**src/rtl/freq_div_pkg.sv**
```systemverilog
// Shared constants for the frequency divider: counter moduli and the count
// values that the registered clock decodes look for.
`timescale 1ns/1ps
package freq_div_pkg;

  localparam int DIV_SLOW_C5  = 5;
  localparam int DIV_SLOW_C10 = 10;

  localparam int P10_HIGH_MAX = 1;
  localparam int A20_PHASE    = 0;
  localparam int B20_SET      = 2;
  localparam int B20_CLR      = 3;
  localparam int C10_HIGH_MAX = 4;

  localparam int C5_W  = $clog2(DIV_SLOW_C5);
  localparam int C10_W = $clog2(DIV_SLOW_C10);

endpackage

```
**src/rtl/frequency_divider_if.sv**
```systemverilog
// Bundle of derived clock outputs; the divider drives it and clock consumers read it.
`timescale 1ns/1ps
interface frequency_divider_if;

  logic clk_1MHz;
  logic clk_10MHz;
  logic clk_20MHz;
  logic clk_50MHz;

  modport master (output clk_1MHz, output clk_10MHz, output clk_20MHz, output clk_50MHz);
  modport slave  (input  clk_1MHz, input  clk_10MHz, input  clk_20MHz, input  clk_50MHz);

endinterface

```
**src/rtl/mod_n_counter.sv**
```systemverilog
// Modulo-N up counter with async active-low reset to a chosen value; exposes
// the next-state count so callers can register decodes with no extra latency.
`timescale 1ns/1ps
module mod_n_counter
  import freq_div_pkg::*;
#(
  parameter int MODULUS     = 5,
  parameter int RESET_VALUE = MODULUS - 1,
  parameter int WIDTH       = $clog2(MODULUS)
) (
  input  logic             clk,
  input  logic             rst,
  input  logic             en,
  output logic [WIDTH-1:0] count,
  output logic [WIDTH-1:0] count_next,
  output logic             wrap
);

  // wrap is high during the cycle whose closing edge returns the count to zero
  always_comb begin
    wrap       = en && (count == WIDTH'(MODULUS - 1));
    count_next = count;
    if (wrap) begin
      count_next = '0;
    end else if (en) begin
      count_next = count + 1'b1;
    end
  end

  always_ff @(posedge clk or negedge rst) begin
    if (!rst) begin
      count <= WIDTH'(RESET_VALUE);
    end else begin
      count <= count_next;
    end
  end

endmodule

```
**src/rtl/frequency_divider.sv**
```systemverilog
// Derives phase-aligned 1, 10, 20 (average) and gated 50 MHz clocks from a
// 50 MHz source using one shared divide-by-5 / divide-by-10 counter chain.
`timescale 1ns/1ps
module frequency_divider
  import freq_div_pkg::*;
(
  input  logic                clk_in,
  input  logic                rst,
  frequency_divider_if.master clks
);

  logic [C5_W-1:0]  c5;
  logic [C5_W-1:0]  c5_next;
  logic             c5_wrap;
  logic [C10_W-1:0] c10;
  logic [C10_W-1:0] c10_next;
  logic             c10_wrap;

  logic p10;
  logic n10;
  logic a20;
  logic b20;
  logic s1;

  mod_n_counter #(
    .MODULUS     (DIV_SLOW_C5),
    .RESET_VALUE (DIV_SLOW_C5 - 1),
    .WIDTH       (C5_W)
  ) u_c5 (
    .clk        (clk_in),
    .rst        (rst),
    .en         (1'b1),
    .count      (c5),
    .count_next (c5_next),
    .wrap       (c5_wrap)
  );

  mod_n_counter #(
    .MODULUS     (DIV_SLOW_C10),
    .RESET_VALUE (DIV_SLOW_C10 - 1),
    .WIDTH       (C10_W)
  ) u_c10 (
    .clk        (clk_in),
    .rst        (rst),
    .en         (c5_wrap),
    .count      (c10),
    .count_next (c10_next),
    .wrap       (c10_wrap)
  );

  // Only the next-state slow count feeds the decode; its registered value and wrap are spare.
  logic unused_c10;
  assign unused_c10 = ^{c10, c10_wrap};

  // Decoding the next-state count lets every derived clock rise on the first edge after reset.
  always_ff @(posedge clk_in or negedge rst) begin
    if (!rst) begin
      p10 <= 1'b0;
      a20 <= 1'b0;
      s1  <= 1'b0;
    end else begin
      p10 <= (c5_next <= C5_W'(P10_HIGH_MAX));
      a20 <= (c5_next == C5_W'(A20_PHASE));
      s1  <= (c10_next <= C10_W'(C10_HIGH_MAX));
    end
  end

  // Falling-edge flops supply the half-cycle resolution for the 10 and 20 MHz outputs.
  always_ff @(negedge clk_in or negedge rst) begin
    if (!rst) begin
      n10 <= 1'b0;
      b20 <= 1'b0;
    end else begin
      n10 <= p10;
      if (c5 == C5_W'(B20_SET)) begin
        b20 <= 1'b1;
      end else if (c5 == C5_W'(B20_CLR)) begin
        b20 <= 1'b0;
      end
    end
  end

  assign clks.clk_1MHz  = s1;
  assign clks.clk_10MHz = p10 | n10;
  assign clks.clk_20MHz = a20 | b20;
  assign clks.clk_50MHz = clk_in & rst;

endmodule

```
**src/flat_wrapper.sv**
```systemverilog
// flat-port wrapper written by rule: the top's interface ports become plain ports
module frequency_divider_flat import freq_div_pkg::*;
  (clk_in, rst, clks_clk_1MHz, clks_clk_10MHz, clks_clk_20MHz, clks_clk_50MHz);
  frequency_divider_if clks_i ();
  input  logic clk_in;
  input  logic rst;
  output wire logic [$bits(clks_i.clk_1MHz)-1:0] clks_clk_1MHz;
  output wire logic [$bits(clks_i.clk_10MHz)-1:0] clks_clk_10MHz;
  output wire logic [$bits(clks_i.clk_20MHz)-1:0] clks_clk_20MHz;
  output wire logic [$bits(clks_i.clk_50MHz)-1:0] clks_clk_50MHz;
  assign clks_clk_1MHz = clks_i.clk_1MHz;
  assign clks_clk_10MHz = clks_i.clk_10MHz;
  assign clks_clk_20MHz = clks_i.clk_20MHz;
  assign clks_clk_50MHz = clks_i.clk_50MHz;
  frequency_divider u_core (.clk_in(clk_in), .rst(rst), .clks(clks_i));
endmodule
```
**config.mk**
```make
export PLATFORM = sky130hd
export DESIGN_NAME = frequency_divider_flat
export DESIGN_NICKNAME = d
export VERILOG_FILES = /design/src/rtl/freq_div_pkg.sv /design/src/rtl/frequency_divider_if.sv /design/src/rtl/mod_n_counter.sv /design/src/rtl/frequency_divider.sv /design/src/flat_wrapper.sv
export SDC_FILE = /design/constraint.sdc
export NUM_CORES = 1
export LEC_CHECK = 0
export BUFFER_PORTS_ARGS = -buffer_cell sky130_fd_sc_hd__buf_2
export CAP_MARGIN = 25
export CORE_AREA = 2 2 39 41
export CTS_BUF_LIST = sky130_fd_sc_hd__clkbuf_16
export DETAILED_ROUTE_END_ITERATION = 16
export DIE_AREA = 0 0 41 43
export PLACE_DENSITY = 0.77
export SETUP_SLACK_MARGIN = 0.05
export SLEW_MARGIN = 20
export SYNTH_ARGS = -nofsm -noshare
export SYNTH_HDL_FRONTEND = slang
export SYNTH_SLANG_ARGS = --single-unit
export TNS_END_PERCENT = 5
```
**constraint.sdc**
```tcl
create_clock -name clk_in -period 1.66 [get_ports clk_in]
set_input_delay 0.332 -clock clk_in [delete_from_list [all_inputs] [get_ports clk_in]]
set_output_delay 0.332 -clock clk_in [all_outputs]
set_load 0.01 [all_outputs]
```
### Word-level counts from Yosys, hierarchy flattened

Cells that the tools add are included.

| word-level totals | value |
|---|---|
| bits in registers | 12 |
| word-level logic and storage cells | 26 |

| cells by class | value |
|---|---|
| bitwise gates (word level) | 3 |
| muxes and demuxes | 5 |
| eq/ne operators | 4 |
| reduce and logical (&&, ||, !) cells | 3 |
| $add $sub $neg | 2 |
| magnitude comparators | 2 |

Operators by type and width:

| cell | count |
|---|---|
| two-way mux 4 bit | 2 |
| == test 3 x 2 -> 1 bit, second input constant | 2 |
| adder 4 x 1 -> 4 bit, second input constant | 1 |
| == test 4 bit, second input constant | 1 |
| <= comparator 4 x 3 -> 1 bit, second input constant | 1 |
| adder 3 x 1 -> 3 bit, second input constant | 1 |
| == test 3 bit, second input constant | 1 |
| <= comparator 3 x 1 -> 1 bit, second input constant | 1 |
| logical NOT 3 bit | 1 |
| two-way mux 3 bit | 1 |
| two-way mux 1 bit | 2 |
| bitwise OR 1 bit | 2 |
| nonzero test 2 bit | 1 |
| AND 1 bit | 1 |
| logical AND 1 bit | 1 |

### Longest topological paths before layout

Gate-level depths: netlist of run 1.

| logic depth | value |
|---|---|
| word-level depth | 4 |
| gate-level depth with buffers | 5 |
| gate-level depth less buffers | 5 |

### By module

From an unflattened synthesis of run 1, not the netlist that was laid out.

| second synthesis, totals | value |
|---|---|
| cell total of the unflattened synthesis | 56 |
| area total of the unflattened synthesis | 596.8 µm² |

By module, submodules not included:

| module | instances | cells an instance | area an instance (µm²) |
|---|---|---|---|
| mod_n_counter at u_core.u_c10 | 1 | 23 | 232.7 |
| frequency_divider | 1 | 16 | 195.2 |
| mod_n_counter at u_core.u_c5 | 1 | 17 | 168.9 |

==> results_dict.tcl, run 1 <==
set metrics [dict create \
    status "complete, but fails checks" \
    violations "setup timing" \
    drtIter0Drc 19 \
    ys_warn_count 0 \
    leakage_nw 0.450 \
    worstMarginPinSlew_ns 0.344 \
    num-nets-final 85 \
    grt_max_degree 11 \
    setup_violations 3 \
    design_area_sq_um 941 \
    cts_tree "done" \
    yosysSeqAreaShare_pct 48.5 \
    path_clk_slew_ns 0.04 \
    startpoint_type "flip-flop" \
    gp_congestion 0.776 \
    crit_chain "or2_4 -> buf_6" \
    dieWidth_microns 41 \
    antenna_found_initial 0 \
    final_util_pct 68.0 \
    hold_path_class "primary input to asynchronous set/reset pin" \
    power_density_nw_per_um2 1250 \
    async_reset_ff_share_pct 100 \
    slowest_delay_ns 0.33 \
    drive_above_1_share_pct 42.1 \
    die_h_microns 43 \
    worstPathRequired_ns 1.33 \
    core-area_sq_um 1380 \
    cp-end-kind "output pin" \
    synth_edf_count 0 \
    initial_core_util_pct 45.3 \
    grt_first_pass_wirelength_mm 2.60 \
    die_area_sq_um 1760 \
    grt-ovfl-total 0 \
    clock_skew_ns 0.0520 \
    critPathMaxFanout 2 \
    synth_cell_type_count 30 \
    num_rows 14 \
    ios 6 \
    final_common_cell "dfrtp_1" \
    synthesis.area_sq_um 627 \
    hold_viol 0 \
    final_cell_mix "dfrtp_1 (7), inv_1 (6), clkbuf_16 (6), buf_4 (6), ha_1 (5)" \
    drv_slew 0 \
    avgSynthCellArea_sq_um 10.8 \
    cap_violations 0 \
    syn_inst 58 \
    grt_pass1_vias 577 \
    rsz0062_at_grt "yes" \
    crit_path_top_delay_cell "dfrtn_1" \
    drc 0 \
    dr.pass1.iters 4 \
    vdd_drop_max_mv 1.13 \
    ys.flop_type "dfrtp_1" \
    place_area_sq_um 707 \
    wirelength_mm 1.72 \
    via_per_inst 5.74 \
    slew_headroom_pct 76.8 \
    area_delta_synth_final_pct 50.1 \
    synth_seq_cells 12 \
    ant_nets 0 \
    synth_nets 66 \
    clk-insertion-delay-late_ns 0.40 \
    drt-wirelength-per-cell_microns 18.7 \
    rrSetupSlack_ns -0.16 \
    crit_type "flip-flop to output pin" \
    diodes 0 \
    worst_ep_arrival_time_ns 1.91 \
    setup_ws_ns -0.580 \
    vias 528 \
    grt_use_total_pct 25.2 \
    port_buffers 5 \
]
-- layout make-up --
cell class	count	area, sq um
clock buffer	7	161
clock inverter	1	3.75
fill	97	443
inverter	6	22.5
multi-input combinational	39	342
sequential	12	304
tap	16	20.0
timing repair buffer	11	87.6
-- critical path: cells and delay by family, from the launching register on --
family	cells	cell delay, ns
DFF	1	0.33
and+or+nand+nor	1	0.23
buffers and inverters	1	0.12
-- repair_timing --
action	CTS	global route
resized for setup	6	6
hold buffers	1	0
cloned	0	0
hold endpoints to repair	7	0
pin swaps	3	0
endpoints found under the setup margin	5	5
setup buffers	1	0
-- final timing paths --
kind | start | cells past startpoint | endpoint
worst max-delay path | u_core.b20$_DFFE_NN0P_ | 2 | clks_clk_20MHz
worst min register to register | u_core.u_c5.count[0]$_DFF_PN0_ | 1 | u_core.u_c5.count[0]$_DFF_PN0_
min in group clk_in | u_core.u_c5.count[0]$_DFF_PN0_ | 1 | u_core.u_c5.count[0]$_DFF_PN0_
max in group asynchronous | rst | 3 | u_core.u_c5.count[2]$_DFF_PN1_
worst max register to register | u_core.u_c5.count[0]$_DFF_PN0_ | 4 | u_core.b20$_DFFE_NN0P_
worst min-delay path | rst | 2 | u_core.a20$_DFF_PN0_
-- Yosys cell counts, types with 2 or more instances --
| master | instances | area share, % |
|---|---|---|
| dfrtp_1 | 7 | 28 |
| or2_2 | 2 | 2.0 |
| nand2_1 | 2 | 1.2 |
| dfstp_2 | 3 | 13 |
| o21ai_0 | 4 | 3.2 |
| dfrtn_1 | 2 | 8.0 |
| inv_1 | 6 | 3.6 |
| and2_1 | 3 | 3.0 |
| a22o_1 | 2 | 2.8 |
| ha_1 | 6 | 12 |
| nor2_1 | 2 | 1.2 |
-- cells by family (layout without fill, tap and decap cells) --
family	Yosys count	after routing	share of synthesized area (%)
buffers and inverters	7	25	4.39
AND/OR/NAND/NOR	16	16	14.8
multiplexers	1	1	1.80
AO/OA/AOI/OAI	16	16	18.6
flip-flops	12	12	48.5
adder cells (fa/ha/maj)	6	6	12.0
-- flip-flops by register name (all words and copies together) (netlist names) --
signal and cells:
u_core.u_c10.count 4, u_core.u_c5.count 3, u_core.a20 1, u_core.b20 1
u_core.clks.clk_1MHz 1, u_core.n10 1, u_core.p10 1
-- per-stage QoR --
stage / std cells / TNS [ns] / power (mW) / hold slack, ns / setup slack, ns
after floorplan: 58 / -0.316 / 0.315 / 0.0364 / -0.130
after global placement: 83 / -0.553 / 0.334 / 0.152 / -0.214
after detailed placement: 83 / -0.619 / 0.335 / 0.156 / -0.216
after CTS: 92 / -1.35 / 1.15 / 0.403 / -0.591
after global routing: 92 / -1.48 / 1.21 / 0.418 / -0.617
final: 92 / -1.32 / 1.17 / 0.398 / -0.580
-- where the power goes --
group	switching (mW)	internal (mW)	leakage [nW]
Sequential	0	0.294	0.158
Combinational	0.00709	0.00398	0.202
Clock	0.202	0.664	0.0899
Total	0.209	0.962	0.450
-- routing by layer --
metal  GRT usage [%]  vias up  routed length (microns)
li1                -      242                        -
met1            21.9      257                      665
met2            39.4       20                      906
met3            11.5        9                       69
met4            23.3        0                       74
met5               0        -                        0
No activity file was read; power rests on OpenSTA's default activity.
==> inputs of run 2 (changes only) <==
- PLACE_DENSITY: 0.77 -> 0.74
- SYNTH_HIERARCHICAL: unset -> 1
==> run 2 against run 1 <==
  * The run still ends with setup timing left
  * Cell count fell by 1.1%
  * Design area fell by 8.4%
  * Highest routed layer unchanged
  * Synthesized area fell by 5.8%
  * Sequential power rose by 92%
  * Utilization fell by 5.7 points
  * Total power rose by 70%
  * Critical path depth did not move
==> results_dict.tcl, run 2 <==
set metrics [dict create \
    via_per_inst 4.76 \
    dr.pass1.iters 1 \
    reg2reg_depth 2 \
    wirelength_mm 1.12 \
    crit_path_top_delay_cell "dfrtn_1" \
    worst_ep_arrival_time_ns 1.91 \
    gp_congestion 0.669 \
    crit-reg2reg-launch "u_core/u_c5/count[2]$_DFF_PN1_" \
    ant_nets 0 \
    setup_ws_ns -0.583 \
    clk-insertion-delay-late_ns 0.40 \
    slowest_delay_ns 0.33 \
    violations "setup timing" \
    reg.largest.list "u_core/u_c10/count x4, u_core/u_c5/count x3" \
    top_register "u_core/u_c10/count" \
    worstPathRequired_ns 1.33 \
    status "complete, but fails checks" \
    power_density_nw_per_um2 2310 \
    dp_slack_ns -0.175 \
    crit_chain "or2_4 -> buf_6" \
    leakage_nw 0.418 \
    port_buffers 5 \
    vias 433 \
    hpwl_microns 689 \
    ys_warn_count 6 \
    hold_path_class "primary input to asynchronous set/reset pin" \
    crit_type "flip-flop to output pin" \
    drc 0 \
    antenna_found_initial 0 \
    drive_above_1_share_pct 30.7 \
    final_util_pct 62.3 \
    clock_skew_ns 0.0519 \
    syn_inst 55 \
    largest_register_ffs 4 \
    timing.rr.end "u_core/b20$_DFFE_NN0P_" \
    die_h_microns 43 \
    critPathMaxFanout 2 \
    cts_tree "done" \
    drv_slew 0 \
    postCtsSetupBuffers 0 \
    path_clk_slew_ns 0.04 \
    core-area_sq_um 1380 \
    hold_viol 0 \
    whs_ns 0.00817 \
    avgSynthCellArea_sq_um 10.7 \
    ios 6 \
    design_area_sq_um 862 \
    num_rows 14 \
    final_cell_mix "dfrtp_1 (7), conb_1 (7), clkbuf_16 (6)" \
    grt-ovfl-total 0 \
    die_area_sq_um 1760 \
    drtIter0Drc 0 \
    grt_first_pass_wirelength_mm 1.87 \
    cap_violations 0 \
    cp-end-kind "output pin" \
    area_delta_synth_final_pct 46.0 \
    num-nets-final 82 \
    startpoint_type "flip-flop" \
    diodes 0 \
    setup_violations 3 \
    vdd_drop_max_mv 1.69 \
    synthesis.area_sq_um 591 \
    drt-wirelength-per-cell_microns 12.3 \
    initial_core_util_pct 42.7 \
    grt_max_degree 8 \
    rsz0062_at_grt "yes" \
    grt_use_total_pct 19.1 \
    rrSetupSlack_ns 0.03 \
    grt_pass1_vias 467 \
    dieWidth_microns 41 \
    place_area_sq_um 671 \
    finalPower_mw 1.99 \
]
-- run 2: what timing repair did --
| action | in CTS | in global routing |
|---|---|---|
| hold buffers | 1 | 0 |
| endpoints found under the hold margin | 7 | 0 |
| endpoints found under the setup margin | 4 | 5 |
| gates resized for setup | 4 | 2 |
-- run 2: worst max-delay path by stage --
stage                           start             end  slack, ns  cells after the start
2_1_floorplan  u_core/b20$_DFFE_NN0P_  clks_clk_20MHz      -0.05                      1
3_3_place_gp   u_core/b20$_DFFE_NN0P_  clks_clk_20MHz      -0.17                      2
3_5_place_dp   u_core/b20$_DFFE_NN0P_  clks_clk_20MHz      -0.18                      2
4_1_cts        u_core/b20$_DFFE_NN0P_  clks_clk_20MHz      -0.59                      2
5_1_grt          u_core/n10$_DFF_NN0_  clks_clk_10MHz      -0.60                      2
6_report       u_core/b20$_DFFE_NN0P_  clks_clk_20MHz      -0.58                      2
-- run 2: through the flow --
| step | std cells | setup TNS (ns) |
|---|---|---|
| floorplan | 61 | -0.113 |
| global placement | 83 | -0.341 |
| detailed placement | 83 | -0.359 |
| CTS | 91 | -1.19 |
| global route | 91 | -1.22 |
| finish | 91 | -1.17 |
-- run 2: power breakdown --
group / leakage [nW] / internal, mW / switching, mW
Combinational: 0.190 / 0.304 / 0.258
Clock: 0.0862 / 0.664 / 0.197
Sequential: 0.142 / 0.458 / 0.107
Total: 0.418 / 1.43 / 0.561
-- run 2: critical path, delay by kind of cell, from the launching register on --
| kind | cells | cell delay [ns] |
|---|---|---|
| DFF | 1 | 0.33 |
| and+or+nand+nor | 1 | 0.23 |
| buffers and inverters | 1 | 0.12 |
-- run 2: per-layer routing --
metal  up-vias  wire length, microns  share of wire, %  global-route usage, %
met1       196                   473                42                   19.4
met2        11                   510                46                   21.6
met5         -                     0                 0                      0
met3        10                    43               3.9                   8.90
li1        216                     -                 -                      -
met4         0                    87               7.8                   29.3
-- run 2: layout make-up --
cell class                      count  area (sq um)
Fill cell                         110           522
Multi-Input combinational cell     45           308
Sequential cell                    12           304
Clock buffer                        7           161
Timing Repair Buffer                6          50.0
Tap cell                           16          20.0
Inverter                            4          15.0
Clock inverter                      1          3.75
==> inputs of run 3 (changes only) <==
- GPL_ROUTABILITY_DRIVEN: unset -> 0
- SKIP_LAST_GASP: unset -> 1
==> run 3 against run 2 <==
  * The run still ends with setup timing left
  * Cell count grew 2.2%
  * Worst hold slack improved by 0.44 ns
  * Utilization up 0.36 points
  * Non-clock buffer count rose by 2
  * Largest cell class is now flip-flops and latches
  * Clock skew about the same
  * Critical endpoint unchanged
  * Sequential share of layout area fell by 0.20 points
  * Global-route usage is 1.1 points higher
  * Design area increased by 0.58%
  * Routed wire length grew 3.9%
  * Setup slack worse by 0.0015 ns
==> results_dict.tcl, run 3 (synthesis gave the netlist of run 2 again) <==
set metrics [dict create \
    status "complete, but fails checks" \
    violations "setup timing" \
    wirelength_mm 1.16 \
    fin_cells 93 \
    crit_path_top_delay_cell "dfrtn_1" \
    port_buffers 5 \
    ios 6 \
    hpwl_microns 689 \
    design_area_sq_um 867 \
    hold_path_class "primary input to asynchronous set/reset pin" \
    cts_tree "done" \
    postCtsSetupBuffers 0 \
    area_delta_synth_final_pct 46.8 \
    drt-wirelength-per-cell_microns 12.5 \
    reg.largest.list "u_core/u_c10/count x4, u_core/u_c5/count x3" \
    multi_input_area_sq_um 299 \
    num-nets-final 84 \
    crit_type "flip-flop to output pin" \
    largest_register_ffs 4 \
    vias 449 \
    final_util_pct 62.7 \
    worst_ep_arrival_time_ns 1.91 \
    worstPathRequired_ns 1.33 \
    die_area_sq_um 1760 \
    cap_violations 0 \
    startpoint_type "flip-flop" \
    drc 0 \
    clk-insertion-delay-late_ns 0.40 \
    path_clk_slew_ns 0.03 \
    timing.rr.end "u_core/b20$_DFFE_NN0P_" \
    vdd_drop_max_mv 1.69 \
    nFillCells 105 \
    via_per_inst 4.83 \
    dp_slack_ns -0.175 \
    dieWidth_microns 41 \
    power_density_nw_per_um2 2250 \
    drive_above_1_share_pct 27.3 \
    grt_first_pass_wirelength_mm 1.95 \
    rsz0062_at_grt "yes" \
    place_area_sq_um 671 \
    crit_chain "or2_4 -> buf_6" \
    grt_max_degree 8 \
    slowest_delay_ns 0.33 \
    grt_pass1_vias 487 \
    die_h_microns 43 \
    crit-reg2reg-launch "u_core/u_c5/count[2]$_DFF_PN1_" \
    whs_ns 0.446 \
    clock_skew_ns 0.0519 \
    startpoint "u_core/b20$_DFFE_NN0P_" \
    dr.pass1.iters 4 \
    final_cell_mix "dfrtp_1 (7), conb_1 (7), clkbuf_16 (6)" \
    hold_viol 0 \
    cp-end-kind "output pin" \
    antenna_found_initial 0 \
    initial_core_util_pct 42.7 \
    rrSetupSlack_ns 0.02 \
    dp_cells 83 \
    crit_end "clks_clk_20MHz" \
    reg2reg_depth 2 \
    regArea_sq_um 304 \
    grt-ovfl-total 0 \
    critPathMaxFanout 2 \
    drv_slew 0 \
    setup_ws_ns -0.585 \
    core-area_sq_um 1380 \
    ant_nets 0 \
    leakage_nw 0.426 \
    grt_use_total_pct 20.2 \
    drtIter0Drc 1 \
    setup_violations 3 \
    num_rows 14 \
    top_register "u_core/u_c10/count" \
    diodes 0 \
]
==> run 3: how the worst min path moves through the flow <==
stage / cells past startpoint / from / endpoint / slack (ns)
6_report: 1 / rst / u_core/b20$_DFFE_NN0P_ / 0.45
5_1_grt: 1 / rst / u_core/b20$_DFFE_NN0P_ / 0.45
4_1_cts: 1 / rst / u_core/b20$_DFFE_NN0P_ / 0.44
3_5_place_dp: 1 / rst / u_core/u_c5/count[0]$_DFF_PN0_ / 0.22
3_3_place_gp: 1 / rst / u_core/u_c5/count[0]$_DFF_PN0_ / 0.21
2_1_floorplan: 0 / rst / u_core/a20$_DFF_PN0_ / 0.04
==> run 3: per-layer routing <==
metal | vias up | global-route usage (%) | part of all wire (%)
met5 | - | 0 | 0
met1 | 210 | 20.1 | 41
met3 | 8 | 11.0 | 4.5
met4 | 0 | 28.0 | 5.9
li1 | 220 | - | -
met2 | 11 | 23.8 | 49
==> run 3: area by class of cell <==
class	count	share of cell area [%]
clock buffer	7	17.9
clock inverter	1	0.433
timing repair buffer	8	8.08
inverter	4	1.73
tap	16	2.31
sequential	12	35.1
multi-input combinational	45	34.5
==> run 3: report_power, final <==
| group | total [mW] | switching [mW] | leakage, nW | internal, mW |
|---|---|---|---|---|
| Sequential | 0.566 | 0.108 | 0.142 | 0.458 |
| Combinational | 0.557 | 0.257 | 0.200 | 0.300 |
| Clock | 0.825 | 0.186 | 0.0829 | 0.639 |
| Total | 1.95 | 0.551 | 0.426 | 1.40 |
==> run 3: repair_timing <==
action                     in CTS  in global routing
hold endpoints to repair        7                  0
gates resized for setup         2                  0
setup endpoints to repair       4                  5
hold buffers                    3                  0
==> run 3: critical path: cells and delay by family (launching register included) <==
kind          cells  cell delay (ns)
flops             1             0.33
simple gates      1             0.23
buf+inv           1             0.12
==> run 3: stage by stage <==
step	setup TNS [ns]	power [mW]
finish	-1.18	1.95
global route	-1.29	2.08
CTS	-1.21	1.98
detailed placement	-0.359	1.10
global placement	-0.341	1.08
floorplan	-0.113	0.942
